==> src/rtl/breakout_pkg.sv <==
// Breakout playfield geometry, colours and shared types used by the game-tick
// logic, the brick scan sequencer and the renderer.
package breakout_pkg;

   localparam int COORD_W       = 10;
   localparam int CMP_W         = COORD_W + 1;

   localparam int LEFT_WALL_X   = 240;
   localparam int RIGHT_WALL_X  = 800;
   localparam int CEILING_Y     = 25;
   localparam int FLOOR_Y       = 480;

   localparam int BRICK_COLS    = 12;
   localparam int BRICK_ROWS    = 5;
   localparam int BRICK_LEFT_X  = 250;
   localparam int BRICK_TOP_Y   = 35;
   localparam int BRICK_W       = 45;
   localparam int BRICK_H       = 25;
   localparam int BALL_R        = 5;
   localparam int PADDLE_HALF_W = 40;
   localparam int PADDLE_HALF_H = 5;

   localparam int NUM_BRICKS    = BRICK_COLS * BRICK_ROWS;
   localparam int BRICK_IDX_W   = $clog2(NUM_BRICKS);
   localparam int BRICK_CNT_W   = 6;

   typedef logic [11:0] rgb_t;
   localparam rgb_t COLOR_BG     = 12'h000;
   localparam rgb_t COLOR_WALL   = 12'hFFF;
   localparam rgb_t COLOR_BRICK  = 12'hF80;
   localparam rgb_t COLOR_BALL   = 12'hFF0;
   localparam rgb_t COLOR_PADDLE = 12'h0CF;

   typedef enum logic {
      ST_IDLE = 1'b0,
      ST_SCAN = 1'b1
   } scan_state_e;

endpackage

==> src/rtl/brick_scan_sequencer_if.sv <==
// Handshake and status bundle between the game-tick FSM (master) and the
// brick scan sequencer (slave); hit_vec also fans out to the colour mux.
interface brick_scan_sequencer_if
   import breakout_pkg::*;
#(
   parameter int N_BRICKS = NUM_BRICKS
);
   logic                   start;
   logic                   clear_bricks;
   logic [COORD_W-1:0]     ball_x;
   logic [COORD_W-1:0]     ball_y;
   logic                   busy;
   logic                   done;
   logic                   hit;
   logic [2:0]             hit_row;
   logic [3:0]             hit_col;
   logic [N_BRICKS-1:0]    hit_vec;
   logic [BRICK_CNT_W-1:0] bricks_left;
   logic                   all_clear;

   modport master (
      output start, clear_bricks, ball_x, ball_y,
      input  busy, done, hit, hit_row, hit_col, hit_vec, bricks_left, all_clear
   );

   modport slave (
      input  start, clear_bricks, ball_x, ball_y,
      output busy, done, hit, hit_row, hit_col, hit_vec, bricks_left, all_clear
   );
endinterface

==> src/rtl/brick_overlap.sv <==
// Combinational bounding-box test of a square ball against a rectangle.
// Both sides are offset by the half-size so no subtraction can wrap.
module brick_overlap #(
   parameter int W = 11
) (
   input  logic [W-1:0] ball_x_i,
   input  logic [W-1:0] ball_y_i,
   input  logic [W-1:0] half_i,
   input  logic [W-1:0] x0_i,
   input  logic [W-1:0] y0_i,
   input  logic [W-1:0] w_i,
   input  logic [W-1:0] h_i,
   output logic         overlap_o
);
   logic [W-1:0] bx_lo, by_lo, x_hi, y_hi;

   assign bx_lo = ball_x_i + half_i;
   assign by_lo = ball_y_i + half_i;
   assign x_hi  = x0_i + w_i + half_i;
   assign y_hi  = y0_i + h_i + half_i;

   assign overlap_o = (bx_lo >= x0_i) && (ball_x_i <= x_hi) &&
                      (by_lo >= y0_i) && (ball_y_i <= y_hi);
endmodule

==> src/rtl/brick_scan_sequencer.sv <==
// Walks the brick grid one brick per clock after each start, reporting at most
// one newly destroyed brick per scan and owning the brick hit-state vector.
module brick_scan_sequencer
   import breakout_pkg::*;
#(
   parameter int COLS    = BRICK_COLS,
   parameter int ROWS    = BRICK_ROWS,
   parameter int LEFT_X  = BRICK_LEFT_X,
   parameter int TOP_Y   = BRICK_TOP_Y,
   parameter int BRICK_W = breakout_pkg::BRICK_W,
   parameter int BRICK_H = breakout_pkg::BRICK_H,
   parameter int BALL_R  = breakout_pkg::BALL_R
) (
   input logic                  clk,
   input logic                  rst,
   brick_scan_sequencer_if.slave bus
);
   localparam int NB = ROWS * COLS;
   localparam logic [BRICK_IDX_W-1:0] LAST_IDX = BRICK_IDX_W'(NB - 1);
   localparam logic [3:0]             LAST_COL = 4'(COLS - 1);
   localparam logic [BRICK_CNT_W-1:0] FULL_CNT = BRICK_CNT_W'(NB);

   scan_state_e            state_q, state_d;
   logic [COORD_W-1:0]     bx_q, bx_d, by_q, by_d;
   logic [CMP_W-1:0]       x0_q, x0_d, y0_q, y0_d;
   logic [2:0]             row_q, row_d;
   logic [3:0]             col_q, col_d;
   logic [BRICK_IDX_W-1:0] idx_q, idx_d;

   logic [NB-1:0]          hit_vec_q, hit_vec_d;
   logic [BRICK_CNT_W-1:0] bricks_left_q, bricks_left_d;
   logic                   all_clear_q, all_clear_d;
   logic                   done_q, done_d;
   logic                   hit_q, hit_d;
   logic [2:0]             hit_row_q, hit_row_d;
   logic [3:0]             hit_col_q, hit_col_d;
   logic                   overlap;

   brick_overlap #(.W(CMP_W)) u_overlap (
      .ball_x_i  ({1'b0, bx_q}),
      .ball_y_i  ({1'b0, by_q}),
      .half_i    (CMP_W'(BALL_R)),
      .x0_i      (x0_q),
      .y0_i      (y0_q),
      .w_i       (CMP_W'(BRICK_W)),
      .h_i       (CMP_W'(BRICK_H)),
      .overlap_o (overlap)
   );

   always_comb begin
      state_d       = state_q;
      bx_d          = bx_q;
      by_d          = by_q;
      x0_d          = x0_q;
      y0_d          = y0_q;
      row_d         = row_q;
      col_d         = col_q;
      idx_d         = idx_q;
      hit_vec_d     = hit_vec_q;
      bricks_left_d = bricks_left_q;
      done_d        = 1'b0;
      hit_d         = 1'b0;
      hit_row_d     = hit_row_q;
      hit_col_d     = hit_col_q;

      // clear_bricks outranks everything, including a start in the same cycle
      if (bus.clear_bricks) begin
         hit_vec_d     = '0;
         bricks_left_d = FULL_CNT;
         state_d       = ST_IDLE;
      end else begin
         case (state_q)
            ST_IDLE: begin
               if (bus.start) begin
                  state_d = ST_SCAN;
                  bx_d    = bus.ball_x;
                  by_d    = bus.ball_y;
                  row_d   = '0;
                  col_d   = '0;
                  idx_d   = '0;
                  x0_d    = CMP_W'(LEFT_X);
                  y0_d    = CMP_W'(TOP_Y);
               end
            end
            ST_SCAN: begin
               if (overlap && !hit_vec_q[idx_q]) begin
                  hit_vec_d[idx_q] = 1'b1;
                  bricks_left_d    = bricks_left_q - 1'b1;
                  hit_row_d        = row_q;
                  hit_col_d        = col_q;
                  hit_d            = 1'b1;
                  done_d           = 1'b1;
                  state_d          = ST_IDLE;
               end else if (idx_q == LAST_IDX) begin
                  done_d  = 1'b1;
                  state_d = ST_IDLE;
               end else begin
                  idx_d = idx_q + 1'b1;
                  if (col_q == LAST_COL) begin
                     col_d = '0;
                     x0_d  = CMP_W'(LEFT_X);
                     row_d = row_q + 1'b1;
                     y0_d  = y0_q + CMP_W'(BRICK_H);
                  end else begin
                     col_d = col_q + 1'b1;
                     x0_d  = x0_q + CMP_W'(BRICK_W);
                  end
               end
            end
            default: state_d = ST_IDLE;
         endcase
      end

      all_clear_d = (bricks_left_d == '0);
   end

   always_ff @(posedge clk or posedge rst) begin
      if (rst) begin
         state_q       <= ST_IDLE;
         hit_vec_q     <= '0;
         bricks_left_q <= FULL_CNT;
         all_clear_q   <= 1'b0;
         done_q        <= 1'b0;
         hit_q         <= 1'b0;
         hit_row_q     <= '0;
         hit_col_q     <= '0;
      end else begin
         state_q       <= state_d;
         hit_vec_q     <= hit_vec_d;
         bricks_left_q <= bricks_left_d;
         all_clear_q   <= all_clear_d;
         done_q        <= done_d;
         hit_q         <= hit_d;
         hit_row_q     <= hit_row_d;
         hit_col_q     <= hit_col_d;
      end
   end

   // Scan datapath is only meaningful while in SCAN, so it carries no reset
   always_ff @(posedge clk) begin
      bx_q  <= bx_d;
      by_q  <= by_d;
      x0_q  <= x0_d;
      y0_q  <= y0_d;
      row_q <= row_d;
      col_q <= col_d;
      idx_q <= idx_d;
   end

   assign bus.busy        = (state_q == ST_SCAN);
   assign bus.done        = done_q;
   assign bus.hit         = hit_q;
   assign bus.hit_row     = hit_row_q;
   assign bus.hit_col     = hit_col_q;
   assign bus.hit_vec     = hit_vec_q;
   assign bus.bricks_left = bricks_left_q;
   assign bus.all_clear   = all_clear_q;
endmodule

==> src/flat_wrapper.sv <==
// flat-port wrapper written by rule: the top's interface ports become plain ports
module brick_scan_sequencer_flat import breakout_pkg::*;
#(
   parameter int COLS    = BRICK_COLS,
   parameter int ROWS    = BRICK_ROWS,
   parameter int LEFT_X  = BRICK_LEFT_X,
   parameter int TOP_Y   = BRICK_TOP_Y,
   parameter int BRICK_W = breakout_pkg::BRICK_W,
   parameter int BRICK_H = breakout_pkg::BRICK_H,
   parameter int BALL_R  = breakout_pkg::BALL_R
)
  (clk, rst, bus_start, bus_clear_bricks, bus_ball_x, bus_ball_y, bus_busy, bus_done, bus_hit, bus_hit_row, bus_hit_col, bus_hit_vec, bus_bricks_left, bus_all_clear);
  brick_scan_sequencer_if #(.N_BRICKS(60)) bus_i ();
  input logic clk;
  input logic rst;
  input wire logic [$bits(bus_i.start)-1:0] bus_start;
  input wire logic [$bits(bus_i.clear_bricks)-1:0] bus_clear_bricks;
  input wire logic [$bits(bus_i.ball_x)-1:0] bus_ball_x;
  input wire logic [$bits(bus_i.ball_y)-1:0] bus_ball_y;
  output wire logic [$bits(bus_i.busy)-1:0] bus_busy;
  output wire logic [$bits(bus_i.done)-1:0] bus_done;
  output wire logic [$bits(bus_i.hit)-1:0] bus_hit;
  output wire logic [$bits(bus_i.hit_row)-1:0] bus_hit_row;
  output wire logic [$bits(bus_i.hit_col)-1:0] bus_hit_col;
  output wire logic [$bits(bus_i.hit_vec)-1:0] bus_hit_vec;
  output wire logic [$bits(bus_i.bricks_left)-1:0] bus_bricks_left;
  output wire logic [$bits(bus_i.all_clear)-1:0] bus_all_clear;
  assign bus_i.start = bus_start;
  assign bus_i.clear_bricks = bus_clear_bricks;
  assign bus_i.ball_x = bus_ball_x;
  assign bus_i.ball_y = bus_ball_y;
  assign bus_busy = bus_i.busy;
  assign bus_done = bus_i.done;
  assign bus_hit = bus_i.hit;
  assign bus_hit_row = bus_i.hit_row;
  assign bus_hit_col = bus_i.hit_col;
  assign bus_hit_vec = bus_i.hit_vec;
  assign bus_bricks_left = bus_i.bricks_left;
  assign bus_all_clear = bus_i.all_clear;
  brick_scan_sequencer #(.COLS(COLS), .ROWS(ROWS), .LEFT_X(LEFT_X), .TOP_Y(TOP_Y), .BRICK_W(BRICK_W), .BRICK_H(BRICK_H), .BALL_R(BALL_R)) u_core (.clk(clk), .rst(rst), .bus(bus_i));
endmodule
==> config.mk <==
export PLATFORM = sky130hd
export DESIGN_NAME = brick_scan_sequencer_flat
export DESIGN_NICKNAME = d
export VERILOG_FILES = /design/src/rtl/breakout_pkg.sv /design/src/rtl/brick_scan_sequencer_if.sv /design/src/rtl/brick_overlap.sv /design/src/rtl/brick_scan_sequencer.sv /design/src/flat_wrapper.sv
export SDC_FILE = /design/constraint.sdc
export NUM_CORES = 1
export LEC_CHECK = 0
export CORE_MARGIN = 1
export CORE_UTILIZATION = 50
export CTS_BUF_LIST = sky130_fd_sc_hd__clkbuf_4 sky130_fd_sc_hd__clkbuf_8 sky130_fd_sc_hd__clkbuf_16
export DETAILED_ROUTE_END_ITERATION = 12
export PLACE_DENSITY_LB_ADDON = 0.25
export SKIP_LAST_GASP = 1
export SLEW_MARGIN = 10
export SYNTH_ARGS = -nofsm -noshare
export SYNTH_HDL_FRONTEND = slang
export SYNTH_SLANG_ARGS = --single-unit
==> constraint.sdc <==
create_clock -name clk -period 8.05 [get_ports clk]
set_input_delay 1.2075 -clock clk [delete_from_list [all_inputs] [get_ports clk]]
set_output_delay 1.2075 -clock clk [all_outputs]
set_load 0.005 [all_outputs]
==> results.json, run 1 <==
{
  "stdcell_area_mm2": 0.00962,
  "first_iter_violations": 534,
  "cts-htree-levels": 4,
  "yosys_most_used_dff": "dfrtp_1",
  "die-width_um": 128,
  "slew_violations": 0,
  "rows": 45,
  "avgSynthCellArea_um2": 10.1,
  "grt.total_usage_pct": 26.2,
  "start_util_pct": 51.6,
  "die_area_mm2": 0.0163,
  "grt_pass1_wl_um": 33100,
  "syn_nets": 861,
  "synth_edf_count": 55,
  "synthTopCellsByCount": "nor2_1 (117), dfrtp_1 (73), a31oi_1 (63), edfxtp_1 (55), ha_1 (52)",
  "via_per_inst": 5.99,
  "placed_area_mm2": 0.00903,
  "cts_hold_buf": 0,
  "clockRootBuffer": "clkbuf_16",
  "numPortBuffers": 100,
  "grt_max_degree": 78,
  "io_pins": 101,
  "synth.most_common_cell": "nor2_1",
  "dp.cells": 1062,
  "max_stage_delay_ns": 0.91,
  "numCtsBuffers": 17,
  "finalHoldViolCount": 0,
  "cts.sinks": 132,
  "async_flop_share_pct": 58.3,
  "slowest_stage": "nor3_4",
  "drc": 0,
  "ir_worst_vdd_v": 0.000185,
  "rsz0062_at_grt": "no",
  "dp_hpwl_um": 14000,
  "cp.required_ns": 8.38,
  "first_global_vias": 6568,
  "finalSetupTns_ns": 0,
  "final_antenna_net_count": 0,
  "coreArea_mm2": 0.0153,
  "via_count": 6550,
  "cap_viol_max_count": 0,
  "final_cells": 1094,
  "worst_slew_pin_slew_ns": 1.16,
  "path_cells": "ha_1 > a211oi_1 > o21ai_0 > a211oi_2 > nand2_1 > nor3_1 > xor2_1 > ha_1 > nand3_1 > or3_1 > a311o_1 > nor3_4 > buf_4 > mux2_2 > nor4_2",
  "critPathMostFrequentCell": "ha_1",
  "synth_top_area_share_pct": 23.1,
  "hold_path_class": "flip-flop to flip-flop",
  "timing.fmax_mhz": 171,
  "period_share_pct": 72.6,
  "crit_arrival_ns": 6.18,
  "cts.repair.resized": 0,
  "dieHeight_um": 128,
  "syn_inst": 785,
  "syn_area_mm2": 0.00790,
  "gp_congestion": 0.888,
  "yosysTopAreaCell": "dfrtp_1",
  "slew_headroom_pct": 22.3,
  "ys_top_cells_by_area": "dfrtp_1 (23%), edfxtp_1 (21%), ha_1 (8.2%)",
  "wl_um": 20400,
  "startpoint_type": "flip-flop",
  "drive_above_1_share_pct": 8.61,
  "cts_tree": "built",
  "power.density_mw_per_mm2": 185,
  "yosysUniqueCellTypes": 70,
  "finalSetupViolations": 0,
  "drtPass1Iterations": 5,
  "clk_path_buf_depth": 2,
  "skew_ns": 0.00915,
  "clkTransAtPathRegs_ns": 0.06,
  "clock_latency_ns": 0.42,
  "syn2layout_area_growth_pct": 21.7,
  "fin_crit_ns": 5.85,
  "cp_max_fo": 36,
  "grt_overflow": 0,
  "ys_seq_area_share_pct": 45.4,
  "hold_ws_ns": 0.515,
  "cts_setup_buffers": 0,
  "antenna_found_initial": 0,
  "wire_per_inst_um": 18.6,
  "crit_type": "flip-flop to flip-flop",
  "nets": 946,
  "outcome": "finished clean",
  "ys_seq_elements": 132,
  "antenna_cells": 0,
  "synth_warnings": 0,
  "p_leak_nw": 3.87,
  "endpoint_kind": "flip-flop"
}
-- worst paths after layout --
check                                             startpoint                            endpoint  slack, ns  cells after the start
max in group asynchronous                                rst  u_core.bus.hit_vec[30]$_DFFE_PP0P_       6.00                      3
max                             u_core.y0_q[0]$_SDFFCE_PN1P_      u_core.bus.all_clear$_DFF_PP0_       2.20                     15
min in group asynchronous                                rst   u_core.bus.hit_col[2]$_DFFE_PP0P_       1.40                      3
min                        u_core.bus.hit_col[2]$_DFFE_PP0P_   u_core.bus.hit_col[2]$_DFFE_PP0P_       0.51                      1
min reg2reg                u_core.bus.hit_col[2]$_DFFE_PP0P_   u_core.bus.hit_col[2]$_DFFE_PP0P_       0.51                      1
max reg2reg                     u_core.y0_q[0]$_SDFFCE_PN1P_      u_core.bus.all_clear$_DFF_PP0_       2.20                     15
-- area by class of cell --
| cell class | count | area, um^2 |
|---|---|---|
| fill | 1238 | 5700 |
| clock buffer | 19 | 440 |
| clock inverter | 13 | 146 |
| inverter | 37 | 139 |
| multi-input combinational | 575 | 3990 |
| sequential | 132 | 3580 |
| timing repair buffer | 107 | 1050 |
| tap | 211 | 264 |
-- worst max-delay path: cells and delay by family (launching register included) --
family                     cells  cell delay, ns
AOI/OAI and AO/OA              4            1.59
xor gates and xnor gates       1            0.10
adders and majority gates      2            0.72
buffers and inverters          1            0.50
DFF                            1            0.57
muxes                          1            0.39
and+or+nand+nor                6            1.88
-- cells by family after synthesis --
logic type,share of synthesized area (%)
AND/OR/NAND/NOR,16.3
AO/OA/AOI/OAI,15.0
flip-flops,45.4
XOR/XNOR,6.76
adder cells (fa/ha/maj),8.24
buffers and inverters,4.28
multiplexers,4.13
-- metrics by stage --
step	setup slack [ns]	power (mW)	util (%)
after floorplan	2.35	0.934	-
after global placement	2.54	0.998	59.0
after detailed placement	2.35	1.01	59.0
after CTS	2.25	1.79	62.8
after global routing	1.67	1.85	62.8
final	2.20	1.78	62.8
-- per-layer routing --
metal  track usage, %  routed length, um  vias to the layer above
met5                0                  0                        -
met4             10.0                420                        0
met3             5.72               1150                       39
met2             42.9               9980                      259
met1             34.1               8810                     3211
li1                 -                  -                     3041
-- state kept, by name, summed over array words and instances (netlist names), 4 cells and up --
| name | count |
|---|---|
| u_core.bx_q | 10 |
| u_core.bus.hit_vec | 60 |
| u_core.bus.hit_col | 4 |
| u_core.bus.bricks_left | 6 |
| u_core.idx_q | 6 |
| u_core.x0_q | 11 |
| u_core.col_q | 4 |
| u_core.by_q | 10 |
| u_core.y0_q | 11 |
-- cell usage in the layout, fill, tap and decap left out, drive strengths merged, types with 9 or more instances in the layout --
cell	Yosys	routed
nor2	117	117
clkdlybuf4s50	0	99
dfrtp	73	73
a31oi	63	63
edfxtp	55	55
ha	52	52
xnor2	46	46
inv	37	44
nand2	38	38
a21oi	32	32
nand3	24	24
clkbuf	18	19
o21ai	18	18
nor3	17	17
xor2	15	15
mux2	13	13
and3	9	9
mux2i	9	9
a211oi	9	9
-- power by group --
group	leakage [nW]	internal, mW	switching, mW	total [mW]
clock network	0.291	0.468	0.314	0.782
logic	2.00	0.100	0.139	0.239
registers	1.57	0.727	0.0336	0.761
total	3.87	1.30	0.486	1.78
(Power assumes the default switching activity.)
==> inputs of run 2 (changes only) <==
Clock period 8.05 ns to 6 ns, I/O delays scaled along.
==> run 2 against run 1 <==
Critical path depth decreased by 1. Clock power increased by 39%. Final area grew 0.66%. Maximum frequency rose by 12%. Highest routed layer unchanged.
==> results.json, run 2 (synthesis gave the netlist of run 1 again) <==
{
  "outcome": "finished clean",
  "final_common_cell": "nor2_1",
  "cts.repair.resized": 0,
  "placed_area_mm2": 0.00905,
  "max_stage_delay_ns": 0.64,
  "wl_met3_um": 1260,
  "dieHeight_um": 128,
  "cp.buffers_inverters": 0,
  "final_cells": 1095,
  "met1_length_um": 8880,
  "largest_reg_flops": 60,
  "slowest_stage": "and2_1",
  "finalSetupTns_ns": 0,
  "start_util_pct": 51.6,
  "slew_headroom_pct": 19.9,
  "dp.cells": 1063,
  "die_area_mm2": 0.0163,
  "timing.fmax_mhz": 191,
  "syn2layout_area_growth_pct": 22.5,
  "clockRootBuffer": "clkbuf_16",
  "finalHoldViolCount": 0,
  "rsz0062_at_grt": "no",
  "via_count": 6500,
  "clkTransAtPathRegs_ns": 0.06,
  "crit_type": "flip-flop to flip-flop",
  "path_cells": "ha_1 > nor4_2 > nor2_1 > xnor2_1 > nand3_1 > nor2_1 > xnor2_1 > ha_1 > nand3_1 > o31a_1 > nor3_4 > o21ai_1 > a211oi_2 > and2_1",
  "cts_tree": "built",
  "first_global_vias": 6359,
  "cts_setup_buffers": 0,
  "grt_pass1_wl_um": 32700,
  "cts_hold_buf": 0,
  "endpoint_kind": "flip-flop",
  "first_iter_violations": 599,
  "wl_um": 20300,
  "cp.required_ns": 6.05,
  "nets": 947,
  "wl_met2_um": 9800,
  "startpoint_type": "flip-flop",
  "top_layer": "met4",
  "grt_max_degree": 78,
  "cp_max_fo": 14,
  "stdcell_area_mm2": 0.00968,
  "clk_path_buf_depth": 2,
  "io_pins": 101,
  "grt.total_usage_pct": 26.1,
  "finalSetupViolations": 0,
  "coreArea_mm2": 0.0153,
  "hold_ws_ns": 0.514,
  "antenna_found_initial": 0,
  "via_per_inst": 5.94,
  "period_share_pct": 87.1,
  "cts.sinks": 132,
  "dp_hpwl_um": 14000,
  "drtPass1Iterations": 5,
  "fillers": 1294,
  "crit_arrival_ns": 5.27,
  "drive_above_1_share_pct": 8.71,
  "drc": 0,
  "ir_worst_vdd_v": 0.000238,
  "hold_path_class": "flip-flop to flip-flop",
  "gp_congestion": 0.883,
  "p_leak_nw": 3.89,
  "antenna_cells": 0,
  "numPortBuffers": 100,
  "worst_slew_pin_slew_ns": 1.20,
  "power.density_mw_per_mm2": 252,
  "grt_overflow": 0,
  "final_antenna_net_count": 0,
  "clock_latency_ns": 0.43,
  "fin_crit_ns": 5.22,
  "critPathTopFamily": "simple AND/OR/NAND/NOR gates",
  "wire_per_inst_um": 18.6,
  "slew_violations": 0,
  "cap_viol_max_count": 0,
  "die-width_um": 128,
  "mostFrequentLayoutCells": "nor2_1 (117), clkdlybuf4s50_1 (99), dfrtp_1 (73), a31oi_1 (63), edfxtp_1 (55)",
  "skew_ns": 0.0131,
  "numCtsBuffers": 17,
  "rows": 45,
  "cts-htree-levels": 4
}
-- run 2: cell count changes in the layout (fill, tap and decap cells not counted), sizes merged --
cell	before	now
buf	8	9
inv	44	42
clkbuf	19	21
-- run 2: where the power goes --
part | total [mW] | switching [mW] | internal [mW]
Combinational | 0.321 | 0.186 | 0.135
Sequential | 1.02 | 0.0445 | 0.976
Clock | 1.09 | 0.409 | 0.684
Total | 2.43 | 0.639 | 1.80
-- run 2: worst paths after layout --
kind                       slack (ns)                            endpoint  depth (start not counted)                         startpoint
max                              0.78        u_core.y0_q[5]$_SDFFCE_PN1P_                         14       u_core.x0_q[0]$_SDFFCE_PN0P_
min                              0.51   u_core.bus.hit_col[2]$_DFFE_PP0P_                          1  u_core.bus.hit_col[2]$_DFFE_PP0P_
max reg2reg                      0.78        u_core.y0_q[5]$_SDFFCE_PN1P_                         14       u_core.x0_q[0]$_SDFFCE_PN0P_
min reg2reg                      0.51   u_core.bus.hit_col[2]$_DFFE_PP0P_                          1  u_core.bus.hit_col[2]$_DFFE_PP0P_
max in group asynchronous        4.28  u_core.bus.hit_vec[12]$_DFFE_PP0P_                          3                                rst
min in group asynchronous        1.10   u_core.bus.hit_col[3]$_DFFE_PP0P_                          3                                rst
-- run 2: per-stage QoR --
stage               setup slack, ns  total power, mW  utilization [%]
floorplan                     0.303             1.25                -
CTS                           0.770             2.45             63.2
finish                        0.776             2.43             63.2
global route                  0.303             2.54             63.2
global placement              0.894             1.34             59.1
detailed placement            0.833             1.36             59.1
-- run 2: routing by layer --
metal  up-vias  GRT usage, %
met5         -             0
met4         0          9.48
met3        40          6.18
met2       235          41.5
met1      3185          34.8
li1       3040             -
-- run 2: final cells by class --
cell class | instances | area, um^2 | share of cell area (%)
clock buffer | 21 | 497 | 5.13
clock inverter | 11 | 134 | 1.38
inverter | 37 | 139 | 1.43
multi-input combinational | 575 | 3990 | 41.3
sequential | 132 | 3580 | 37.0
tap | 211 | 264 | 2.73
timing repair buffer | 108 | 1070 | 11.0
